File: src/rtl/modport_fifo_if.sv
// Handshake bundle between a FIFO producer/consumer (master) and the FIFO itself (slave).
interface modport_fifo_if #(
  parameter int unsigned FIFO_WIDTH = 32
);

  logic                  wr_en;
  logic [FIFO_WIDTH-1:0] data_in;
  logic                  rd_en;
  logic                  empty;
  logic                  full;
  logic [FIFO_WIDTH-1:0] data_out;

  // Master drives requests and write data; it observes status and read data.
  modport master (
    output wr_en,
    output data_in,
    output rd_en,
    input  empty,
    input  full,
    input  data_out
  );

  // Slave is the FIFO: it consumes requests and produces status and read data.
  modport slave (
    input  wr_en,
    input  data_in,
    input  rd_en,
    output empty,
    output full,
    output data_out
  );

endinterface

File: src/rtl/modport_fifo.sv
// Single-clock synchronous FIFO with registered flags and registered read data.
// The read word is available after the edge that accepts rd_en; there is no fall-through.
module modport_fifo #(
  parameter int unsigned FIFO_WIDTH = 32,
  parameter int unsigned FIFO_DEPTH = 32
) (
  input logic           clk,
  input logic           rstN,
  modport_fifo_if.slave bus
);

  localparam int unsigned AddrW = $clog2(FIFO_DEPTH);
  localparam logic [AddrW:0] DepthCnt = (AddrW + 1)'(FIFO_DEPTH);

  logic [FIFO_WIDTH-1:0] mem [FIFO_DEPTH];
  logic [AddrW-1:0]      wr_ptr_q, rd_ptr_q;
  logic [AddrW:0]        count_q, count_d;
  logic                  wr_acc, rd_acc;

  // Acceptance decoded from pre-edge flags; a write into a full FIFO is only
  // taken when a read frees a slot on the same edge.
  always_comb begin
    wr_acc  = bus.wr_en & (~bus.full | bus.rd_en);
    rd_acc  = bus.rd_en & ~bus.empty;
    count_d = count_q;
    unique case ({wr_acc, rd_acc})
      2'b10:   count_d = count_q + 1'b1;
      2'b01:   count_d = count_q - 1'b1;
      default: count_d = count_q;
    endcase
  end

  // Storage array; contents are not reset, the pointers make stale words unreachable.
  always_ff @(posedge clk) begin
    if (wr_acc) begin
      mem[wr_ptr_q] <= bus.data_in;
    end
  end

  // Pointers, occupancy, flags and read data register.
  always_ff @(posedge clk or negedge rstN) begin
    if (!rstN) begin
      wr_ptr_q     <= '0;
      rd_ptr_q     <= '0;
      count_q      <= '0;
      bus.empty    <= 1'b1;
      bus.full     <= 1'b0;
      bus.data_out <= '0;
    end else begin
      if (wr_acc) begin
        wr_ptr_q <= wr_ptr_q + 1'b1;
      end
      if (rd_acc) begin
        rd_ptr_q     <= rd_ptr_q + 1'b1;
        bus.data_out <= mem[rd_ptr_q];
      end
      count_q   <= count_d;
      bus.empty <= (count_d == '0);
      bus.full  <= (count_d == DepthCnt);
    end
  end

  // Request strobes must be known whenever the FIFO is out of reset.
  assert property (@(posedge clk) disable iff (!rstN) !$isunknown({bus.wr_en, bus.rd_en}))
    else $error("modport_fifo: X on wr_en/rd_en");

endmodule

File: src/flat_wrapper.sv
// flat-port wrapper written by rule: the top's interface ports become plain ports
module modport_fifo_flat 
#(
  parameter int unsigned FIFO_WIDTH = 32,
  parameter int unsigned FIFO_DEPTH = 32
)
  (clk, rstN, bus_wr_en, bus_data_in, bus_rd_en, bus_empty, bus_full, bus_data_out);
  modport_fifo_if #(.FIFO_WIDTH(FIFO_WIDTH)) bus_i ();
  input logic clk;
  input logic rstN;
  input wire logic [$bits(bus_i.wr_en)-1:0] bus_wr_en;
  input wire logic [$bits(bus_i.data_in)-1:0] bus_data_in;
  input wire logic [$bits(bus_i.rd_en)-1:0] bus_rd_en;
  output wire logic [$bits(bus_i.empty)-1:0] bus_empty;
  output wire logic [$bits(bus_i.full)-1:0] bus_full;
  output wire logic [$bits(bus_i.data_out)-1:0] bus_data_out;
  assign bus_i.wr_en = bus_wr_en;
  assign bus_i.data_in = bus_data_in;
  assign bus_i.rd_en = bus_rd_en;
  assign bus_empty = bus_i.empty;
  assign bus_full = bus_i.full;
  assign bus_data_out = bus_i.data_out;
  modport_fifo #(.FIFO_WIDTH(FIFO_WIDTH), .FIFO_DEPTH(FIFO_DEPTH)) u_core (.clk(clk), .rstN(rstN), .bus(bus_i));
endmodule
File: config.mk
export PLATFORM = sky130hd
export DESIGN_NAME = modport_fifo_flat
export DESIGN_NICKNAME = d
export VERILOG_FILES = /design/src/rtl/modport_fifo_if.sv /design/src/rtl/modport_fifo.sv /design/src/flat_wrapper.sv
export SDC_FILE = /design/constraint.sdc
export NUM_CORES = 1
export LEC_CHECK = 0
export ABC_AREA = 1
export BUFFER_PORTS_ARGS = -buffer_cell sky130_fd_sc_hd__buf_2
export CORE_MARGIN = 1
export CORE_UTILIZATION = 50
export DETAILED_ROUTE_END_ITERATION = 6
export GPL_ROUTABILITY_DRIVEN = 1
export PLACE_DENSITY = 0.63
export SYNTH_ARGS = -nofsm -noshare
export SYNTH_HDL_FRONTEND = slang
export SYNTH_SLANG_ARGS = --single-unit
File: constraint.sdc
create_clock -name clk -period 3.72 [get_ports clk]
set_input_delay 0.186 -clock clk [delete_from_list [all_inputs] [get_ports clk]]
set_output_delay 0.186 -clock clk [all_outputs]
set_load 0.05 [all_outputs]
# Word level (Yosys, flattened, before mapping)
# Memory sizes are Yosys's and may differ from the RTL's. A register that Yosys moved wholly into a read port is not among the register bits.
# Index checks and enable logic that the tools add are counted.
[totals] register_bits=18 ramBits=1024 in_bits=36 out_inout_bits=34 wordCells=23 n_memories=1
[classes] add_sub_neg=4 eq_ne=3 n_mux=3 bitwise_logic=5 n_reduce_logical=2
[memory_table] name="u_core.mem" depth=32 word_bits=32 read_ports=1 rd_clocked_by_memory_dff=1 wr=1 line="modport_fifo.sv:15" source="logic [FIFO_WIDTH-1:0] mem [FIFO_DEPTH];"
[op_table] operator="case mux 6 bit (2 select lines)" n=1
[op_table] operator="adder 5 x 1 -> 5 bit, second input constant" n=2
[op_table] operator="adder 6 x 1 -> 6 bit, second input constant" n=1
[op_table] operator="== test 6 bit, second input constant" n=1
[op_table] operator="logical NOT 6 bit" n=1
[op_table] operator="subtractor 6 x 1 -> 6 bit, second input constant" n=1
[op_table] operator="bitwise AND 1 bit" n=2
[op_table] operator="== test 2 x 1 -> 1 bit, second input constant" n=1
[op_table] operator="== test 2 bit, second input constant" n=1
[op_table] operator="2-to-1 mux 1 bit" n=2
[op_table] operator="inverter 1 bit" n=2
[op_table] operator="logical NOT 1 bit" n=1
[op_table] operator="bitwise OR 1 bit" n=1

# Longest topological paths before layout
# Gate-level depths: netlist of the first run.
[depth] word_depth=6 depth_mapped=16 depth_no_buf=15

# Least setup slack after synthesis of the first run
# No wires, ideal clock.
[synth_path] kind="reg2reg" start="reg u_core.bus.full" end="mem u_core.mem[11][0] (enable)" setup_time_ps=421 arrival_time_ps=2582 t_required_ps=3299 slack_ps=717 stages_incl_launch_ff=4 n_path_buf=0 synth_period_minus_slack_ps=3003 path_cell_list="dfrtp_1 -> a21oi_2 -> nand2_1 -> nor2_1"
[synth_via] elab_chain_cells=5
[synth_lines] item="from (decl)" line="modport_fifo_if.sv:29" source="output full,"
[synth_lines] item="from (signal assigned)" line="modport_fifo.sv:59" source="bus.full <= (count_d == DepthCnt);"
[synth_lines] item="inverter 1 bit" line="modport_fifo.sv:23" source="wr_acc = bus.wr_en & (~bus.full | bus.rd_en);"
[synth_lines] item="bitwise OR 1 bit" line="modport_fifo.sv:23"
[synth_lines] item="bitwise AND 1 bit" line="modport_fifo.sv:23"
[synth_lines] item="2-to-1 mux 1 bit" line="modport_fifo.sv:35" source="if (wr_acc) begin"
[synth_lines] item="2-to-1 mux 1 bit (not written as such)" line="modport_fifo.sv:36" source="mem[wr_ptr_q] <= bus.data_in;"
[synth_lines] item="to (decl)" line="modport_fifo.sv:15"
# Every way passes these cells.

==> impl_summary.log, run 1 <==
INFO  metric run_status = complete, no violations
INFO  metric cts_inserted_buffers = 109
INFO  metric floorplan.rows = 106
INFO  metric pwr_dens = 796 nW/µm²
INFO  metric final_setup_violation_count = 0
INFO  metric async_reset_ff_share = 4.66%
INFO  metric viasPerCell = 5.93
INFO  metric drt_drc_violations_left = 0
INFO  metric max_stage_delay = 0.70 ns
INFO  metric n_fill_cell = 6716
INFO  metric ys_flop_type = edfxtp_1
INFO  metric synth-edff-count = 1024
INFO  metric place_congestion = 0.887
INFO  metric synth_seq_cells = 1074
INFO  metric total_power = 38.4 mW
INFO  metric synth.net_count = 3347
INFO  metric worst_skew_pair.late_latency = 0.68 ns
INFO  metric cts.reportedPaths.clkPinSlew = 0.06 ns
INFO  metric critPathCaptureType = flop
INFO  metric routedWlPerCell = 26.0 µm
INFO  metric area.growth.synth_to_final = 12.9%
INFO  metric clock_skew = 0.0191 ns
INFO  metric grt_use_total = 27.7%
INFO  metric grt_antenna_before_repair = 3
INFO  metric setup.worst_path.class = reg -> reg
INFO  metric grt_start_max_net_pins = 157
INFO  metric route.final.wire_length = 120000 µm
INFO  metric num_antenna_cells = 0
INFO  metric grt_pass1_vias = 26500
INFO  metric crit_top_cell = nand2_1
INFO  metric detailedPlacementHpwl = 67300 µm
INFO  metric netlist_instances = 3304
INFO  metric timing_worst_slew_pin_value = 1.13 ns
INFO  metric cts.htree.levels = 3
INFO  metric portion_of_the_post_synthesis_area_used_by_sequential_elements = 74.9%
INFO  metric timing.critical_path.from_type = flop
INFO  metric cts_buffer_depth = 3
INFO  metric finalHoldViolCount = 0
INFO  metric yosys.area.top_type = edfxtp_1
INFO  metric cp.required = 4.34 ns
INFO  metric cap_violations = 0
INFO  metric io_buffers = 69
INFO  metric finalCriticalPeriod = 3.00 ns
INFO  metric postCtsResizedCells = 0
INFO  metric syn-cell-area = 42700 µm²
INFO  metric cts_tree = yes
INFO  metric fin_crit_sh = 80.6%
INFO  metric critPathMaxFanout = 43
INFO  metric post_synth_main_area_contributors = edfxtp_1 (72%), nand2_1 (6.1%), nor2_1 (3.7%), mux2i_1 (3.0%), o21ai_0 (3.0%)
INFO  metric drtAntennaViolNets = 0
INFO  metric preCtsSetupSlack = 0.770 ns
INFO  metric synth_top_area_share = 72.0%
INFO  metric min-delay-path-class = in -> reg
INFO  metric number_of_nets_at_the_end_of_the_flow = 3411
INFO  metric cts-root-buf = clkbuf_16
INFO  metric timing.max_slew.rel_slack = 24.7%
INFO  metric max-vdd-ir-drop = 0.472 mV
INFO  metric worst_slack = 0.720 ns
INFO  metric final_layout_size_suffix_gt1_share = 10.3%
INFO  metric setup-tns-final = 0 ns
INFO  metric synthMostInstantiatedCell = edfxtp_1
INFO  metric cp_cell_sequence = inv_4, nand2_4, buf_12, o21ai_1, nor2_1, nand2_1, nand3_1, nand2_1, nand2_1, nand2_1
INFO  metric die_area = 86600 µm²
INFO  metric firstDrtPassIters = 5
INFO  metric critical_path_cell_with_the_highest_stage_delay = dfrtp_4
INFO  metric r2r.worst_path.cells = 10
INFO  metric die_h = 294 µm
INFO  metric synth_cell_type_count = 33
INFO  metric max_freq = 333 MHz
INFO  metric synth.cells.most_frequent = edfxtp_1 (1024), nand2_1 (697), nor2_1 (423)
INFO  metric rsz0062_at_grt = no
INFO  metric hold_critical_path_depth = 1
INFO  metric grt_first_pass_wirelength = 175000 µm
INFO  metric dr.first_iter.drc_count = 3105
INFO  metric worstPathArrival = 3.62 ns
INFO  metric clkSinkCount = 1074
INFO  metric start_util = 50.8%
INFO  metric final-max-slew-violation-count = 0
INFO  metric ys.warnings.count = 0
INFO  metric io_pins = 70
INFO  metric globalRoute.totalOverflow = 0
INFO  metric fp.coreArea = 84100 µm²
INFO  metric fp.dieW = 294 µm
INFO  metric mapped_avg_cell_area = 12.9 µm²
INFO  metric leakagePower = 16.9 nW
INFO  metric num_vias = 27200
registers in the layout (all words and copies together), names as in the netlist:
signal and count:
u_core.count_q 6, u_core.mem 1024, u_core.bus.empty 1, u_core.wr_ptr_q 5
u_core.rd_ptr_q 5, u_core.bus.data_out 32, u_core.bus.full 1
worst paths after layout:
kind / end / slack [ns] / startpoint
max in group asynchronous: u_core.bus.empty / 2.45 / rstN
min in group asynchronous: u_core.bus.data_out[8] / 0.24 / rstN
hold reg to reg: u_core.bus.data_out[4] / 0.49 / u_core.bus.data_out[4]
setup / recovery: u_core.bus.data_out[14] / 0.72 / u_core.rd_ptr_q[1]
setup reg to reg: u_core.bus.data_out[14] / 0.72 / u_core.rd_ptr_q[1]
hold / removal: u_core.mem[25][1] / 0.06 / bus_data_in[1]
timing repair:
item / CTS / global route
hold buffers: 1 / 0
buffers inserted: 0 / 0
endpoints found under the hold margin: 26 / 0
final cells by class:
| type | count | area [µm²] | area share, % |
|---|---|---|---|
| Timing Repair Buffer | 149 | 1290 | 2.67 |
| Tap cell | 1134 | 1420 | 2.94 |
| Sequential cell | 1074 | 32000 | 66.4 |
| Inverter | 29 | 126 | 0.262 |
| Clock buffer | 143 | 2960 | 6.13 |
| Multi-Input combinational cell | 2005 | 9790 | 20.3 |
| Clock inverter | 62 | 611 | 1.27 |
power by group:
group	internal, mW	leakage [nW]	switching [mW]
registers	14.2	9.83	0.657
clock network	6.30	1.75	4.58
logic	3.44	5.29	9.17
total	24.0	16.9	14.4
through the flow:
step           util (%)  hold WS, ns  instance area [µm²]  std cells
3_5_place_dp       53.1        0.373                44600       4390
4_1_cts            57.3       0.0359                48200       4596
2_1_floorplan         -       -0.110                42700       3304
5_1_grt            57.3       0.0583                48200       4596
3_3_place_gp       53.1        0.378                44600       4390
6_report           57.3       0.0585                48200       4596
placed cells by master (no fill, tap or decap), types with 3 or more instances in the layout:
| cell | synthesis | final |
|---|---|---|
| buf_4 | 17 | 52 |
| a21oi_1 | 128 | 128 |
| bufinv_16 | 0 | 10 |
| xor2_1 | 7 | 7 |
| edfxtp_1 | 1024 | 1024 |
| o21ai_1 | 135 | 135 |
| clkinv_8 | 0 | 4 |
| ha_1 | 7 | 7 |
| nand2_1 | 697 | 695 |
| clkbuf_8 | 0 | 8 |
| mux2i_1 | 128 | 128 |
| clkbuf_16 | 0 | 110 |
| nand4_1 | 3 | 3 |
| inv_1 | 23 | 20 |
| clkinv_1 | 2 | 25 |
| o21ai_0 | 254 | 254 |
| o22ai_1 | 129 | 129 |
| inv_2 | 3 | 4 |
| buf_12 | 1 | 27 |
| clkbuf_1 | 85 | 25 |
| nor2_1 | 423 | 391 |
| nand3_1 | 84 | 84 |
| clkinv_2 | 0 | 20 |
| nor2_4 | 0 | 32 |
| buf_2 | 54 | 69 |
| dfrtp_1 | 49 | 45 |
| dfrtp_4 | 0 | 3 |
logic make-up after synthesis:
group	synth area share [%]
compound gates	7.97
xor+xnor	0.185
fa+ha+maj	0.205
buf+inv	2.75
flops	74.9
mux	3.00
simple gates	11.0
critical path, delay by kind of cell (launching register included):
family / cells / cell delay, ns
buf+inv: 2 / 0.85
simple gates: 7 / 0.97
flops: 1 / 0.70
compound gates: 1 / 0.34
layer usage:
metal	track usage, %	part of all wire [%]	up-vias
met2	43.7	47	1343
met4	10.7	3.5	2
met3	4.47	8.4	203
met1	38.7	41	13700
li1	-	-	12000
met5	0	0.011	-
No activity file was read; power rests on OpenSTA's default activity.
==> run 2: changes to the inputs <==
--- a/config.mk
+++ b/config.mk
@@ -11,7 +11,7 @@
 export CORE_UTILIZATION = 50
 export DETAILED_ROUTE_END_ITERATION = 6
 export GPL_ROUTABILITY_DRIVEN = 1
-export PLACE_DENSITY = 0.63
+export PLACE_DENSITY = 0.65
 export SYNTH_ARGS = -nofsm -noshare
 export SYNTH_HDL_FRONTEND = slang
 export SYNTH_SLANG_ARGS = --single-unit
==> constraint.sdc (replaced) <==
create_clock -name clk -period 2.6 [get_ports clk]
set_input_delay 0.13 -clock clk [delete_from_list [all_inputs] [get_ports clk]]
set_output_delay 0.13 -clock clk [all_outputs]
set_load 0.05 [all_outputs]
==> run 2 against run 1 <==
Effect of this change:
- first-iteration DRC count grew 22%
- global-route usage shrank 0.31 points
- non-clock buffer count grew 78
- critical path depth grew 1
- worst setup slack lost 0.30 ns
==> impl_summary.log, run 2 (synthesis results as in run 1) <==
INFO  metric run_status = complete, no violations
INFO  metric register_name_with_the_most_flops = u_core.mem
INFO  metric layout_utilization = 58.1% (+0.78 points)
INFO  metric detailedPlacementHpwl = 63200 µm (-6.0%)
INFO  metric hold_path_startpoint = bus_wr_en
INFO  metric die_h = 294 µm (unchanged)
INFO  metric startpoint = u_core.bus.empty
INFO  metric finalCriticalPeriod = 2.18 ns (-0.823 ns)
INFO  metric seqCellArea = 32000 µm² (unchanged)
INFO  metric floorplan.rows = 106 (unchanged)
INFO  metric timing.critical_path.from_type = flop
INFO  metric place_congestion = 0.873 (-1.6%)
INFO  metric n_fill_cell = 6576 (-2.1%)
INFO  metric finalHoldViolCount = 0 (unchanged)
INFO  metric cts.reportedPaths.clkPinSlew = 0.06 ns (about the same)
INFO  metric worst_skew_pair.late_latency = 0.67 ns (about the same)
INFO  metric fp.coreArea = 84100 µm² (unchanged)
INFO  metric mostFrequentLayoutCell = edfxtp_1
INFO  metric routedWlPerCell = 25.4 µm (-2.5%)
INFO  metric internal_power = 34.2 mW (+43%)
INFO  metric globalRoute.totalOverflow = 0 (unchanged)
INFO  metric preCtsSetupSlack = 0.445 ns (-0.325 ns)
INFO  metric io_pins = 70 (unchanged)
INFO  metric setup.worst_path.class = reg -> reg
INFO  metric viasPerCell = 6.00 (+1.2%)
INFO  metric max-vdd-ir-drop = 1.03 mV (+120%)
INFO  metric largest_register_ff_count = 1024 (unchanged)
INFO  metric cp.required = 3.20 ns (-1.14 ns)
INFO  metric smallest_hold_slack = 0.0776 ns (+0.0191 ns)
INFO  metric grt_start_max_net_pins = 89 (-43%)
INFO  metric largest_registers = u_core.mem x1024, u_core.bus.data_out x32, u_core.count_q x6
INFO  metric postCtsResizedCells = 0 (unchanged)
INFO  metric num_antenna_cells = 0 (unchanged)
INFO  metric cap_violations = 0 (unchanged)
INFO  metric number_of_nets_at_the_end_of_the_flow = 3484 (+2.1%)
INFO  metric clock_skew = 0.0451 ns (+0.0260 ns)
INFO  metric power.clock.fraction = 27.0% (-1.3 points)
INFO  metric critPathMaxFanout = 8 (-81%)
INFO  metric num_vias = 27900 (+2.6%)
INFO  metric max_freq = 459 MHz (+38%)
INFO  metric grt_use_total = 27.4% (-0.31 points)
INFO  metric final_setup_violation_count = 0 (unchanged)
INFO  metric start_util = 50.8% (unchanged)
INFO  metric min-delay-path-class = in -> reg
INFO  metric pwr_dens = 1110 nW/µm² (+40%)
INFO  metric final_area = 48900 µm² (+1.4%)
INFO  metric most-common-layout-cells = edfxtp_1 (1024), nand2_1 (695), nor2_1 (391)
INFO  metric multi_input_comb_area = 9790 µm² (unchanged)
INFO  metric top_layer_used = met4
INFO  metric grt_antenna_before_repair = 5 (+2)
INFO  metric timing_worst_slew_pin_value = 0.945 ns (-0.185 ns)
INFO  metric grt_first_pass_wirelength = 174000 µm (-0.60%)
INFO  metric drtAntennaViolNets = 0 (unchanged)
INFO  metric cts-root-buf = clkbuf_16
INFO  metric met2WireLength = 56300 µm (-0.76%)
INFO  metric route.final.wire_length = 118000 µm (-1.1%)
INFO  metric drt_drc_violations_left = 0 (unchanged)
INFO  metric final-max-slew-violation-count = 0 (unchanged)
INFO  metric firstDrtPassIters = 6 (+1)
INFO  metric io_buffers = 69 (unchanged)
INFO  metric die_area = 86600 µm² (unchanged)
INFO  metric worst_slack = 0.423 ns (-0.297 ns)
INFO  metric total_power = 54.3 mW (+42%)
INFO  metric critPathCaptureType = flop
INFO  metric leakagePower = 17.2 nW (+2.0%)
INFO  metric fin_crit_sh = 83.7% (+3.1 points)
INFO  metric p_comb_share = 34.2% (+1.3 points)
INFO  metric worstPathArrival = 2.78 ns (-0.84 ns)
INFO  metric met1_length = 47600 µm (-2.0%)
INFO  metric cts_tree = yes
INFO  metric worst_r2r_startpoint = u_core.bus.empty
INFO  metric fp.dieW = 294 µm (unchanged)
INFO  metric net-switching-power = 20.1 mW (+40%)
INFO  metric timing.max_slew.rel_slack = 37.0% (+12 points)
INFO  metric dr.first_iter.drc_count = 3777 (+22%)
INFO  metric cts_inserted_buffers = 104 (-4.6%)
INFO  metric cts.repair_timing.setup_buffer_count = 0 (unchanged)
INFO  metric met3_wirelength = 11300 µm (+12%)
INFO  metric p_seq_share = 38.8% (about the same)
INFO  metric cts_buffer_depth = 3 (unchanged)
INFO  metric area.growth.synth_to_final = 14.4%
INFO  metric cts.htree.levels = 3 (unchanged)
INFO  metric final_layout_size_suffix_gt1_share = 11.1% (+0.81 points)
INFO  metric p_sw_share = 37.1% (-0.49 points)
INFO  metric clkSinkCount = 1074 (unchanged)
INFO  metric rsz0062_at_grt = no
INFO  metric grt_pass1_vias = 27200 (+2.5%)
INFO  metric placed_area = 45200 µm² (+1.3%)
run 2: power groups by stage:
stage               Combinational (mW)  Clock, mW  Sequential [mW]
floorplan                         11.3          0             21.9
detailed placement                18.3          0             21.4
CTS                               18.4       14.8             21.1
finish                            18.6       14.7             21.1
global route                      20.1       15.4             21.2
global placement                  17.9          0             21.4
run 2: area by class of cell:
cell class                      count  area share, %
Tap cell                         1134           2.90
Multi-Input combinational cell   2005           20.0
Sequential cell                  1074           65.5
Clock inverter                     36          0.671
Clock buffer                      155           6.11
Timing Repair Buffer              227           4.49
Inverter                           29          0.259
run 2: worst paths after layout:
path	to	slack (ns)	cells after the start
setup / recovery	u_core.bus.empty	0.42	11
hold / removal	u_core.wr_ptr_q[1]	0.08	6
setup reg to reg	u_core.bus.empty	0.42	11
hold reg to reg	u_core.bus.data_out[16]	0.48	2
max in group asynchronous	u_core.bus.data_out[18]	1.71	3
min in group asynchronous	u_core.bus.data_out[12]	0.15	2
run 2: stage by stage:
stage / std cells / TNS, ns
floorplan: 3304 / -360.32
global placement: 4435 / 0
detailed placement: 4435 / 0
CTS: 4660 / 0
global route: 4660 / 0
finish: 4660 / 0
run 2: worst max-delay path, stage by stage (launching register included):
cell,delay [ns]
dfstp_2,0.53
inv_1,0.07
nand2_2,0.12
clkinv_1,0.10
ha_1,0.37
clkinv_1,0.09
buf_4,0.15
o21ai_0,0.09
or2_2,0.29
nor2_1,0.10
nand3_1,0.10
nor2_1,0.09
run 2: routing by layer:
layer  vias up  track usage [%]
met5         -                0
met4         0             8.55
met3       208             4.07
met2      1562             44.4
met1     14000             38.3
li1      12100                -
run 2: timing repair:
action,4_1_cts,5_1_grt
hold buffers,34,0
endpoints found under the hold margin,983,0
endpoints found under the setup margin,0,0
